[src/rtl/imem_loader_pkg.sv]
// Shared definitions for the boot-time IMEM loader: FSM state encoding,
// stream framing constants and small arithmetic helpers.
package imem_loader_pkg;

  typedef enum logic [2:0] {
    ST_LEN  = 3'd0,
    ST_DATA = 3'd1,
    ST_CHK  = 3'd2,
    ST_DONE = 3'd3,
    ST_ERR  = 3'd4
  } state_e;

  localparam int HDR_BYTES      = 2;
  localparam int BYTES_PER_WORD = 4;

  // Running checksum step: XOR of every byte seen so far.
  function automatic logic [7:0] xor_fold(input logic [7:0] acc, input logic [7:0] b);
    return acc ^ b;
  endfunction

  // Byte address of word 'idx' above 'base'; wraps modulo 2^32.
  function automatic logic [31:0] word_addr(input logic [31:0] base, input logic [15:0] idx);
    return base + {14'd0, idx, 2'b00};
  endfunction

endpackage

[src/rtl/imem_loader_if.sv]
// Byte-stream handshake, IMEM write port and status lines of the loader.
// 'slave' is the loader's view; 'master' is the surrounding system's view.
interface imem_loader_if;

  logic        in_valid;
  logic        in_ready;
  logic [7:0]  in_data;
  logic        imem_we;
  logic [31:0] imem_addr;
  logic [31:0] imem_wdata;
  logic        cpu_reset;
  logic        done;
  logic        error;

  modport slave (
    input  in_valid, in_data,
    output in_ready, imem_we, imem_addr, imem_wdata, cpu_reset, done, error
  );

  modport master (
    output in_valid, in_data,
    input  in_ready, imem_we, imem_addr, imem_wdata, cpu_reset, done, error
  );

endinterface

[src/rtl/imem_loader_word_packer.sv]
// Packs a byte stream into little-endian 32-bit words. The first byte of a
// word ends up in bits [7:0]. word_valid/word are combinational on the
// fourth byte so the caller can register the IMEM write in the same edge.
module word_packer
  import imem_loader_pkg::*;
(
  input  logic        clk,
  input  logic        reset,
  input  logic        byte_valid,
  input  logic [7:0]  byte_in,
  output logic        word_valid,
  output logic [31:0] word
);

  logic [1:0]  cnt_r;
  logic [23:0] sr_r;

  assign word_valid = byte_valid && (cnt_r == 2'(BYTES_PER_WORD - 1));
  assign word       = {byte_in, sr_r};

  // Byte counter and shift register; new bytes enter at the top.
  always_ff @(posedge clk) begin
    if (reset) begin
      cnt_r <= 2'd0;
      sr_r  <= 24'd0;
    end else if (byte_valid) begin
      cnt_r <= cnt_r + 2'd1;
      sr_r  <= {byte_in, sr_r[23:8]};
    end
  end

endmodule

[src/rtl/imem_loader.sv]
// imem_loader: receives LEN_LO, LEN_HI, then 4*N data bytes, writes the
// packed words to IMEM from ADDR_BASE upward and releases cpu_reset once
// the image is complete.
// Optional feature macro: IMEM_LOADER_CHECKSUM_EN adds a trailing XOR
// checksum byte over the whole stream (header included).
module imem_loader
  import imem_loader_pkg::*;
#(
  parameter logic [31:0] ADDR_BASE = 32'h0000_0000,
  parameter int          MAX_WORDS = 1024
) (
  input logic         clk,
  input logic         reset,
  imem_loader_if.slave bus
);

`ifdef IMEM_LOADER_CHECKSUM_EN
  localparam state_e TAIL_ST = ST_CHK;
`else
  localparam state_e TAIL_ST = ST_DONE;
`endif

  state_e      state_r, next_state_s;
  logic        hdr_cnt_r;
  logic [7:0]  len_lo_r;
  logic [15:0] len_r;
  logic [15:0] index_r;
  logic        in_ready_r, imem_we_r, cpu_reset_r, done_r, error_r;
  logic [31:0] imem_addr_r, imem_wdata_r;

  logic        xfer_s, pack_valid_s, word_valid_s, last_word_s;
  logic [15:0] len_full_s;
  logic [31:0] word_s;

  assign xfer_s       = bus.in_valid && in_ready_r;
  assign pack_valid_s = xfer_s && (state_r == ST_DATA);
  assign len_full_s   = {bus.in_data, len_lo_r};
  assign last_word_s  = (index_r == (len_r - 16'd1));

  word_packer u_packer (
    .clk        (clk),
    .reset      (reset),
    .byte_valid (pack_valid_s),
    .byte_in    (bus.in_data),
    .word_valid (word_valid_s),
    .word       (word_s)
  );

`ifdef IMEM_LOADER_CHECKSUM_EN
  logic [7:0] xor_r;

  // Running XOR over header and data bytes, compared in CHK.
  always_ff @(posedge clk) begin
    if (reset) begin
      xor_r <= 8'd0;
    end else if (xfer_s && ((state_r == ST_LEN) || (state_r == ST_DATA))) begin
      xor_r <= xor_fold(xor_r, bus.in_data);
    end
  end
`endif

  // Next-state decode for the load sequence.
  always_comb begin
    next_state_s = state_r;
    case (state_r)
      ST_LEN: begin
        if (xfer_s && (hdr_cnt_r == 1'(HDR_BYTES - 1))) begin
          if ({1'b0, len_full_s} > 17'(MAX_WORDS)) begin
            next_state_s = ST_ERR;
          end else if (len_full_s == 16'd0) begin
            next_state_s = TAIL_ST;
          end else begin
            next_state_s = ST_DATA;
          end
        end else begin
          next_state_s = ST_LEN;
        end
      end
      ST_DATA: begin
        if (word_valid_s && last_word_s) begin
          next_state_s = TAIL_ST;
        end else begin
          next_state_s = ST_DATA;
        end
      end
`ifdef IMEM_LOADER_CHECKSUM_EN
      ST_CHK: begin
        if (xfer_s) begin
          next_state_s = (bus.in_data == xor_r) ? ST_DONE : ST_ERR;
        end else begin
          next_state_s = ST_CHK;
        end
      end
`endif
      ST_DONE: next_state_s = ST_DONE;
      ST_ERR:  next_state_s = ST_ERR;
      default: next_state_s = ST_ERR;
    endcase
  end

  // State register, header capture and word index.
  always_ff @(posedge clk) begin
    if (reset) begin
      state_r   <= ST_LEN;
      hdr_cnt_r <= 1'b0;
      len_lo_r  <= 8'd0;
      len_r     <= 16'd0;
      index_r   <= 16'd0;
    end else begin
      state_r <= next_state_s;
      if ((state_r == ST_LEN) && xfer_s) begin
        if (hdr_cnt_r == 1'b0) begin
          len_lo_r  <= bus.in_data;
          hdr_cnt_r <= 1'b1;
        end else begin
          len_r     <= len_full_s;
          hdr_cnt_r <= 1'b0;
        end
      end
      if (word_valid_s) begin
        index_r <= index_r + 16'd1;
      end
    end
  end

  // Registered outputs: IMEM write port, handshake and status lines.
  // cpu_reset lags DONE by one cycle so the last write lands before fetch.
  always_ff @(posedge clk) begin
    if (reset) begin
      imem_we_r    <= 1'b0;
      imem_addr_r  <= ADDR_BASE;
      imem_wdata_r <= 32'd0;
      in_ready_r   <= 1'b1;
      cpu_reset_r  <= 1'b1;
      done_r       <= 1'b0;
      error_r      <= 1'b0;
    end else begin
      imem_we_r <= word_valid_s;
      if (word_valid_s) begin
        imem_addr_r  <= word_addr(ADDR_BASE, index_r);
        imem_wdata_r <= word_s;
      end
      in_ready_r  <= (next_state_s == ST_LEN) || (next_state_s == ST_DATA) ||
                     (next_state_s == ST_CHK);
      done_r      <= (next_state_s == ST_DONE);
      error_r     <= (next_state_s == ST_ERR);
      cpu_reset_r <= (state_r != ST_DONE);
    end
  end

  assign bus.in_ready   = in_ready_r;
  assign bus.imem_we    = imem_we_r;
  assign bus.imem_addr  = imem_addr_r;
  assign bus.imem_wdata = imem_wdata_r;
  assign bus.cpu_reset  = cpu_reset_r;
  assign bus.done       = done_r;
  assign bus.error      = error_r;

endmodule

[src/flat_wrapper.sv]
// flat-port wrapper written by rule: the top's interface ports become plain ports
module imem_loader_flat import imem_loader_pkg::*;
#(
  parameter logic [31:0] ADDR_BASE = 32'h0000_0000,
  parameter int          MAX_WORDS = 1024
)
  (clk, reset, bus_in_valid, bus_in_data, bus_in_ready, bus_imem_we, bus_imem_addr, bus_imem_wdata, bus_cpu_reset, bus_done, bus_error);
  imem_loader_if bus_i ();
  input logic clk;
  input logic reset;
  input wire logic [$bits(bus_i.in_valid)-1:0] bus_in_valid;
  input wire logic [$bits(bus_i.in_data)-1:0] bus_in_data;
  output wire logic [$bits(bus_i.in_ready)-1:0] bus_in_ready;
  output wire logic [$bits(bus_i.imem_we)-1:0] bus_imem_we;
  output wire logic [$bits(bus_i.imem_addr)-1:0] bus_imem_addr;
  output wire logic [$bits(bus_i.imem_wdata)-1:0] bus_imem_wdata;
  output wire logic [$bits(bus_i.cpu_reset)-1:0] bus_cpu_reset;
  output wire logic [$bits(bus_i.done)-1:0] bus_done;
  output wire logic [$bits(bus_i.error)-1:0] bus_error;
  assign bus_i.in_valid = bus_in_valid;
  assign bus_i.in_data = bus_in_data;
  assign bus_in_ready = bus_i.in_ready;
  assign bus_imem_we = bus_i.imem_we;
  assign bus_imem_addr = bus_i.imem_addr;
  assign bus_imem_wdata = bus_i.imem_wdata;
  assign bus_cpu_reset = bus_i.cpu_reset;
  assign bus_done = bus_i.done;
  assign bus_error = bus_i.error;
  imem_loader #(.ADDR_BASE(ADDR_BASE), .MAX_WORDS(MAX_WORDS)) u_core (.clk(clk), .reset(reset), .bus(bus_i));
endmodule
[config.mk]
export PLATFORM = sky130hd
export DESIGN_NAME = imem_loader_flat
export DESIGN_NICKNAME = d
export VERILOG_FILES = /design/src/rtl/imem_loader_pkg.sv /design/src/rtl/imem_loader_if.sv /design/src/rtl/imem_loader_word_packer.sv /design/src/rtl/imem_loader.sv /design/src/flat_wrapper.sv
export SDC_FILE = /design/constraint.sdc
export NUM_CORES = 1
export LEC_CHECK = 0
export ABC_AREA = 1
export BUFFER_PORTS_ARGS = -buffer_cell sky130_fd_sc_hd__buf_2
export CORE_UTILIZATION = 51
export CTS_CLUSTER_DIAMETER = 120
export CTS_CLUSTER_SIZE = 14
export DETAILED_ROUTE_END_ITERATION = 16
export PLACE_DENSITY = 0.76
export SETUP_SLACK_MARGIN = 0.2
export SLEW_MARGIN = 10
export SYNTH_ARGS = -nofsm -noshare
export SYNTH_HDL_FRONTEND = slang
export SYNTH_SLANG_ARGS = --single-unit
[constraint.sdc]
create_clock -name clk -period 1.6 [get_ports clk]
set_input_delay 0.16 -clock clk [delete_from_list [all_inputs] [get_ports clk]]
set_output_delay 0.16 -clock clk [all_outputs]
set_load 0.005 [all_outputs]
* Word level (Yosys, flattened, before mapping) *
Index checks and enable logic that the tools add are counted.

storage, ports and cells
  flip-flop bits (word level) = 123
  input port bits = 11
  logic and storage cells = 47

cells by class
  add/sub/neg operators = 3
  $lt $le $gt $ge = 1
  equality and inequality tests = 9
  mux-type cells = 6
  bitwise logic cells = 1
  reduce and logical (&&, ||, !) cells = 13

operators by type and width
  operator                                                          number
  adder 16 x 1 -> 16 bit (second input constant)                    1
  equality test 16 bit                                              1
  greater-than comparator 16 x 11 -> 1 bit (second input constant)  1
  zero test 16 bit                                                  1
  subtractor 16 x 1 -> 16 bit (second input constant)               1
  equality test 3 x 2 -> 1 bit (second input constant)              3
  case mux 3 bit (3 select lines)                                   1
  equality test 3 x 1 -> 1 bit (second input constant)              2
  logical AND 1 bit                                                 6
  zero test 3 bit                                                   2
  two-way mux 3 bit                                                 2
  two-way mux 2 bit                                                 2
  AND reduction 2 bit                                               2
  equality test 3 bit (second input constant)                       1
  != test 3 x 2 -> 1 bit (second input constant)                    1
  adder 2 x 1 -> 2 bit (second input constant)                      1
  equality test 2 bit (second input constant)                       1
  logical OR 1 bit                                                  2
  two-way mux 1 bit                                                 1
  NOT 1 bit                                                         1

* Logic depth before layout (Yosys ltp) *
Gate-level depths: netlist of the first run.

  depth after elaboration = 9
  depth in mapped cells = 14

* Cells and area by module *
A second synthesis of the first run with hierarchy kept.

second synthesis, totals
  cell total of the unflattened synthesis = 776
  area, all modules = 5499.0 um^2

modules (own cells, without submodules)
  module       times used  cells each  area an instance (um^2)
  imem_loader  1           601         4312.9
  word_packer  1           175         1186.1

* Least setup slack after synthesis of the first run *
Ideal clock, no wire load.

  path type = register -> register
  start point = reg u_core.len_r[0]
  end point = reg u_core.done_r (netlist: u_core.bus.done)
  setup time = 0.059 ns
  arrival = 1.524 ns
  required time = 1.541 ns
  setup slack = 0.018 ns
  cell stages (with the launch flop) = 12
  clock period less this slack = 1.582 ns
  path through = dfxtp_1 -> inv_1 -> ha_1 -> nand3_1 -> nor2_4 -> nand3_1 -> nand2_1 -> nand2_1 -> nor2_1 -> nand3_1 -> o21bai_2 -> and2_1

on the way
  cells in the longest elaborated chain, start to end = 6

RTL lines
  what                             RTL line            text
  start: declaration               imem_loader.sv:26   logic [15:0] len_r;
  start signal: assignment         imem_loader.sv:116  len_r <= len_full_s;
  subtractor 16 x 1 -> 16 bit      imem_loader.sv:38   assign last_word_s = (index_r == (len_r - 16'd1));
  equality test 16 bit             imem_loader.sv:38
  logical AND 1 bit                imem_loader.sv:80   if (word_valid_s && last_word_s) begin
  two-way mux 2 bit                imem_loader.sv:80
  case mux 3 bit (3 select lines)  imem_loader.sv:65   case (state_r)
  equality test 3 x 2 -> 1 bit     imem_loader.sv:145  done_r <= (next_state_s == ST_DONE);
  end signal: assignment           imem_loader.sv:145
  end: declaration                 imem_loader.sv:28   logic in_ready_r, imem_we_r, cpu_reset_r, done_r, error_r;

No other way between the ends.
A chain may end at the register's enable or synchronous reset.

* Worst setup path after layout of the first run *
  start point = reg u_core.u_packer.cnt_r[0]
  end point = reg u_core.done_r (netlist: u_core.bus.done)

on the way
  cells in the longest elaborated chain, start to end = 6

RTL lines
  what                             RTL line                       text
  start: declaration               imem_loader_word_packer.sv:15  logic [1:0] cnt_r;
  start signal: assignment         imem_loader_word_packer.sv:27  cnt_r <= cnt_r + 2'd1;
  equality test 2 bit              imem_loader_word_packer.sv:18  assign word_valid = byte_valid && (cnt_r == 2'(BYTES_PER_WORD - 1));
  logical AND 1 bit                imem_loader_word_packer.sv:18
  logical AND 1 bit                imem_loader.sv:80
  two-way mux 2 bit                imem_loader.sv:80
  case mux 3 bit (3 select lines)  imem_loader.sv:65
  equality test 3 x 2 -> 1 bit     imem_loader.sv:145

No other way between the ends.

==> flow_metrics.env, run 1 <==
export IMPL_postSynth_asyncResetShare=0
export IMPL_combPwrFrac=0.110
export IMPL_first_pass_iters=5
export IMPL_coreArea_sq_um=9820
export IMPL_internal_power_mw=5.84
export IMPL_die_y_um=103
export IMPL_r2r_start="u_core.u_packer.cnt_r[0]"
export IMPL_grt_total_usage=0.303
export IMPL_worstPathRequired_ns=2.06
export IMPL_wl_mm=19.4
export IMPL_synthTopCellsByCount="dfxtp_1 (123), nor2_1 (104), o21ai_0 (92), nand2_1 (87), inv_1 (64)"
export IMPL_worstHoldStart="bus_in_data[3]"
export IMPL_cp_arrival_ns=2.43
export IMPL_fmax_mhz=510
export IMPL_yosysMostFrequentCell="dfxtp_1"
export IMPL_reg2reg_depth=11
export IMPL_dp_hpwl_mm=9.10
export IMPL_drive_gt1_frac=0.382
export IMPL_reg2reg_slack_ns=-0.36
export IMPL_grt_start_max_net_pins=56
export IMPL_num_vias=5735
export IMPL_place_inst=888
export IMPL_violations="negative setup slack"
export IMPL_cp_end_kind="flop"
export IMPL_gp_congestion=0.908
export IMPL_fin_ws_ns=-0.361
export IMPL_p_leak_nw=3.48
export IMPL_cts_tree="done"
export IMPL_yosysSeqAreaShare=0.474
export IMPL_tightest_slew_ns=0.577
export IMPL_vias_per_cell=5.88
export IMPL_rows=36
export IMPL_initial_utilization=0.529
export IMPL_cp_max_fo=5
export IMPL_power_share_switching=0.271
export IMPL_yosysWarningCount=0
export IMPL_die_area_sq_um=10600
export IMPL_cts_max_level=4
export IMPL_drt_iter0_drc=469
export IMPL_die_w_um=103
export IMPL_holdCritPathClass="primary input to flop"
export IMPL_syn_inst=689
export IMPL_cts_buffer_depth=2
export IMPL_port_buffers=63
export IMPL_grt_pass1_wl_mm=24.2
export IMPL_layoutNonFillerInstCount=976
export IMPL_period_needed_ns=1.96
export IMPL_tns_ns=-6.25
export IMPL_post_route_period_util=1.23
export IMPL_io_pins=80
export IMPL_maxCapViolations=0
export IMPL_whs_path_depth=3
export IMPL_timing_slew_headroom=0.616
export IMPL_antenna_found_initial=0
export IMPL_final_area_sq_um=7630
export IMPL_cp_start_kind="flop"
export IMPL_clk_latency_ns=0.53
export IMPL_path_clk_slew_ns=0.06
export IMPL_critPathKind="flop to flop"
export IMPL_finalHoldViolCount=0
export IMPL_ir_drop_mv=0.882
export IMPL_rsz0062_at_grt="yes"
export IMPL_synth_area_sq_um=5200
export IMPL_synth_edf_count=0
export IMPL_p_switching_mw=2.18
export IMPL_final_nets=843
export IMPL_powerDensity_nw_per_um2=1050
export IMPL_drcViolationCount=0
export IMPL_area_growth_pct=46.9
export IMPL_place_area_sq_um=5780
export IMPL_synth_cell_types=37
export IMPL_yosys_most_used_dff="dfxtp_1"
export IMPL_synth_top_area_share=0.474
export IMPL_p_seq_frac=0.399
export IMPL_grt_overflow=0
export IMPL_clock_skew_ns=0.00998
export IMPL_cp_startpoint="u_core.u_packer.cnt_r[0]"
export IMPL_ys_ff_latch=123
export IMPL_status="complete, but fails checks"
export IMPL_ant_nets=0
export IMPL_syn_area_per_cell_sq_um=7.54
export IMPL_setup_violations=55
export IMPL_synth_area_leaders="dfxtp_1 (47%), o21ai_0 (8.9%), nor2_1 (7.5%)"
export IMPL_cts_inserted_buffers=17
export IMPL_grt_pass1_vias=5015
export IMPL_root_buffer="clkbuf_8"
export IMPL_yosysTopAreaCell="dfxtp_1"
export IMPL_clkPwrFrac=0.492
export IMPL_cts_sinks=123
export IMPL_wl_per_cell_um=19.9
export IMPL_finalMaxSlewViolations=0
[cell type report]
type | instances | area [sq um]
multi-input combinational | 465 | 2780
fill | 588 | 2190
timing repair buffer | 154 | 1310
timing repair inverter | 1 | 7.51
inverter | 67 | 275
antenna | 1 | 2.50
clock buffer | 17 | 414
sequential | 123 | 2490
clock inverter | 15 | 188
tap | 133 | 166
[final timing paths]
| kind | endpoint |
|---|---|
| setup / recovery | u_core.bus.done |
| hold / removal | u_core.len_r[11] |
| hold reg to reg | u_core.bus.imem_wdata[10] |
| setup reg to reg | u_core.bus.done |
[critical path, cell delays in order, from the launching register on]
cell and delay (ns):
dfxtp_2 0.36, ha_2 0.22, inv_1 0.09, nor2_4 0.21
buf_6 0.16, nand2_2 0.05, nor2_2 0.08, nand2_1 0.07
nor2_1 0.14, nand3_1 0.12, o21bai_2 0.22, and2_1 0.17
[layout by cell type, fill, tap and decap left out, drive strengths merged]
cell type and n:
a211oi 4, a21oi 61, a31oi 1, and2 3, and3 2, buf 146
bufbuf 1, bufinv 3, clkbuf 18, clkinv 5, clkinvlp 4, conb 16
dfxtp 123, diode 1, dlygate4sd3 6, ha 3, inv 71, nand2 87
nand3 38, nand3b 1, nand4 8, nor2 113, nor3 7, nor4 3
o21ai 96, o21bai 4, or2 1, xnor2 5, xor2 12
[flip-flops by register name (all words and copies together) (netlist names)]
register               flops
u_core.index_r            16
u_core.bus.in_ready        1
u_core.bus.imem_addr      16
u_core.bus.done            1
u_core.u_packer.cnt_r      2
u_core.bus.cpu_reset       1
u_core.bus.imem_we         1
u_core.len_lo_r            8
u_core.bus.error           1
u_core.u_packer.sr_r      24
u_core.len_r              16
u_core.state_r             3
u_core.hdr_cnt_r           1
u_core.bus.imem_wdata     32
[layer usage]
layer,share of wire,global-route usage,up-vias
li1,-,-,2499
met1,0.36,0.341,2674
met2,0.48,0.511,418
met3,0.088,0.0725,144
met4,0.075,0.207,0
met5,0,0,-
[cell families after synthesis]
group                    share of synthesized area
flip-flops                                   0.474
adder cells (fa/ha/maj)                    0.00722
XOR/XNOR                                    0.0286
AND/OR/NAND/NOR                              0.225
AO/OA/AOI/OAI                                0.165
buffers and inverters                        0.100
other                                     0.000722
[power groups by stage]
stage	sequential (mW)	clock (mW)	combinational (mW)
2_1_floorplan	3.23	0	0.526
3_3_place_gp	3.24	0	0.644
3_5_place_dp	3.25	0	0.666
4_1_cts	3.18	3.91	0.683
5_1_grt	3.20	4.09	0.957
6_report	3.20	3.94	0.881
[through the flow]
step / hold WS, ns / power (mW) / setup WS [ns] / utilization
5_1_grt: 0.0234 / 8.25 / -0.495 / 0.777
6_report: 0.0250 / 8.02 / -0.361 / 0.777
3_5_place_dp: 0.458 / 3.91 / -0.0713 / 0.589
4_1_cts: 0.00475 / 7.77 / -0.0410 / 0.704
2_1_floorplan: 0.295 / 3.76 / 0.140 / -
3_3_place_gp: 0.452 / 3.89 / 0.0123 / 0.589
[what timing repair did]
| action | CTS | global route |
|---|---|---|
| pin swaps | 12 | 24 |
| hold buffers | 5 | 1 |
| resized for setup | 75 | 162 |
| endpoints found under the setup margin | 101 | 112 |
| hold endpoints to repair | 10 | 1 |
| cloned | 5 | 2 |
| setup buffers | 13 | 29 |
(Power assumes the default switching activity.)
==> run 2: changes to the inputs <==
--- a/config.mk
+++ b/config.mk
@@ -7,11 +7,11 @@
 export LEC_CHECK = 0
 export ABC_AREA = 1
 export BUFFER_PORTS_ARGS = -buffer_cell sky130_fd_sc_hd__buf_2
-export CORE_UTILIZATION = 51
+export CORE_UTILIZATION = 55
 export CTS_CLUSTER_DIAMETER = 120
 export CTS_CLUSTER_SIZE = 14
 export DETAILED_ROUTE_END_ITERATION = 16
-export PLACE_DENSITY = 0.76
+export PLACE_DENSITY = 0.78
 export SETUP_SLACK_MARGIN = 0.2
 export SLEW_MARGIN = 10
 export SYNTH_ARGS = -nofsm -noshare
==> constraint.sdc (replaced) <==
create_clock -name clk -period 2.3 [get_ports clk]
set_input_delay 0.23 -clock clk [delete_from_list [all_inputs] [get_ports clk]]
set_output_delay 0.23 -clock clk [all_outputs]
set_load 0.005 [all_outputs]
==> run 2 against run 1 <==
Against the previous run: the flow now finishes without violations; critical endpoint unchanged; clock-buffer cell count grew 1; die area is 7.1% lower; core utilization shrank 11 points; fmax grew 1.9%; cell area down 19%; cell count fell by 11%; sequential share of layout area up 7.4 points; global-route usage is 2.8 points lower; sequential power fell by 31%; non-clock buffer count fell by 81; via count shrank 18%.
==> flow_metrics.env, run 2 (synthesized netlist as in run 1, its figures left out) <==
export IMPL_ant_nets=0
export IMPL_p_leak_nw=2.90
export IMPL_path_clk_slew_ns=0.06
export IMPL_tns_ns=0
export IMPL_period_needed_ns=1.93
export IMPL_tightest_slew_ns=0.534
export IMPL_drt_iter0_drc=297
export IMPL_reg2reg_slack_ns=0.37
export IMPL_die_w_um=99.2
export IMPL_finalMaxSlewViolations=0
export IMPL_holdCritPathClass="primary input to flop"
export IMPL_cts_buffer_depth=2
export IMPL_timing_slew_headroom=0.643
export IMPL_port_buffers=63
export IMPL_grt_overflow=0
export IMPL_cp_max_fo=17
export IMPL_hold_slack_ns=0.00864
export IMPL_reg2reg_depth=8
export IMPL_first_pass_iters=8
export IMPL_power_share_switching=0.253
export IMPL_cp_arrival_ns=2.39
export IMPL_internal_power_mw=4.03
export IMPL_layout_common_cells="dfxtp_1 (122), nor2_1 (104), o21ai_0 (92)"
export IMPL_final_nets=761
export IMPL_gp_congestion=0.896
export IMPL_crit_cells=8
export IMPL_rows=35
export IMPL_wl_mm=12.8
export IMPL_cp_startpoint="u_core.state_r[0]"
export IMPL_die_area_sq_um=9840
export IMPL_drcViolationCount=0
export IMPL_cp_buffers_inverters=2
export IMPL_antenna_cells=0
export IMPL_cp_end_kind="flop"
export IMPL_powerDensity_nw_per_um2=877
export IMPL_die_y_um=99.2
export IMPL_coreArea_sq_um=9200
export IMPL_finalHoldViolCount=0
export IMPL_final_seq_area_sq_um=2460
export IMPL_cts_sinks=123
export IMPL_cp_start_kind="flop"
export IMPL_r2r_start="u_core.state_r[0]"
export IMPL_final_core_util=0.669
export IMPL_worst_r2r_endpoint="u_core.bus.done"
export IMPL_crit_end="u_core.bus.done"
export IMPL_clk_latency_ns=0.52
export IMPL_fmax_mhz=519
export IMPL_dp_hpwl_mm=9.00
export IMPL_fillCellCount=753
export IMPL_vias_per_cell=5.39
export IMPL_p_switching_mw=1.37
export IMPL_grt_pass1_wl_mm=21.1
export IMPL_combPwrFrac=0.082
export IMPL_drive_gt1_frac=0.170
export IMPL_maxCapViolations=0
export IMPL_io_pins=80
export IMPL_status="finished clean"
export IMPL_grt_total_usage=0.276
export IMPL_critPathKind="flop to flop"
export IMPL_p_seq_frac=0.410
export IMPL_critPathMaxStageDelay_ns=0.48
export IMPL_worstPathRequired_ns=2.76
export IMPL_crit_family="simple AND/OR/NAND/NOR gates"
export IMPL_cts_max_level=4
export IMPL_post_route_period_util=0.837
export IMPL_antenna_found_initial=0
export IMPL_initial_utilization=0.565
export IMPL_wl_per_cell_um=14.7
export IMPL_clock_skew_ns=0.00498
export IMPL_multi_input_comb_area_sq_um=2280
export IMPL_clkPwrFrac=0.508
export IMPL_root_buffer="clkbuf_8"
export IMPL_slowest_stage="nor4_2"
export IMPL_grt_pass1_vias=4474
export IMPL_cts_tree="done"
export IMPL_ir_drop_mv=0.604
export IMPL_layout_commonest_cell="dfxtp_1"
export IMPL_largest_register_ffs=32
export IMPL_cp_cell_sequence="nor4_2 > nand2_1 > buf_4 > nor2_1 > inv_1 > o21bai_1 > o21bai_2 > and2_1"
export IMPL_grt_start_max_net_pins=45
export IMPL_num_vias=4691
export IMPL_area_growth_pct=18.4
export IMPL_rsz0062_at_grt="no"
export IMPL_setup_violations=0
export IMPL_cts_inserted_buffers=17
-- run 2: changes by cell type in the layout (fill, tap and decap cells not counted), sizes merged --
cell	delta
buf	-73
diode	-1
bufbuf	-1
clkinvlp	-2
dlygate4sd3	-6
-- run 2: worst min path at each step --
stage,from,to,slack [ns],cells after the start
3_5_place_dp,u_core.u_packer.sr_r[21],u_core.u_packer.sr_r[21],0.46,2
4_1_cts,bus_in_data[5],u_core.u_packer.sr_r[21],0.003,3
5_1_grt,bus_in_data[5],u_core.u_packer.sr_r[21],0.01,3
3_3_place_gp,u_core.u_packer.sr_r[21],u_core.u_packer.sr_r[21],0.45,2
6_report,bus_in_data[5],u_core.u_packer.sr_r[21],0.009,3
2_1_floorplan,bus_in_data[0],u_core.len_lo_r[0],0.36,2
-- run 2: cell type report --
type | count | area share
sequential | 123 | 0.400
clock inverter | 14 | 0.0301
inverter | 67 | 0.0411
tap | 111 | 0.0226
clock buffer | 18 | 0.0695
multi-input combinational | 465 | 0.371
timing repair buffer | 73 | 0.0655
-- run 2: worst register-to-register path: cells and delay by family (launching register included) --
kind / cells / cell delay (ns)
AO/OA/AOI/OAI: 2 / 0.32
buffers and inverters: 2 / 0.28
flip-flops: 1 / 0.33
AND/OR/NAND/NOR: 4 / 0.93
-- run 2: power by group through the flow --
stage          clock (mW)  sequential [mW]  combinational (mW)
2_1_floorplan           0             2.25               0.353
3_3_place_gp            0             2.26               0.416
3_5_place_dp            0             2.26               0.428
4_1_cts              2.75             2.21               0.434
5_1_grt              2.86             2.22               0.501
6_report             2.74             2.21               0.443
-- run 2: layer usage --
| metal | up-vias | part of all wire | GRT usage |
|---|---|---|---|
| met3 | 36 | 0.049 | 0.0604 |
| li1 | 2330 | - | - |
| met4 | 0 | 0.027 | 0.113 |
| met1 | 2167 | 0.43 | 0.328 |
| met2 | 158 | 0.50 | 0.482 |
| met5 | - | 0 | 0 |
-- run 2: what timing repair did --
action	CTS	global route
hold buffers	0	0
setup endpoints to repair	0	12
resized for setup	0	3
setup buffers	0	0
-- run 2: through the flow --
| stage | cells | instance area, sq um | setup slack, ns | total power [mW] |
|---|---|---|---|---|
| floorplan | 704 | 5250 | 0.718 | 2.60 |
| global placement | 839 | 5530 | 0.275 | 2.67 |
| detailed placement | 839 | 5530 | 0.225 | 2.69 |
| CTS | 871 | 6140 | 0.203 | 5.40 |
| global route | 871 | 6150 | 0.210 | 5.58 |
| finish | 871 | 6150 | 0.374 | 5.40 |
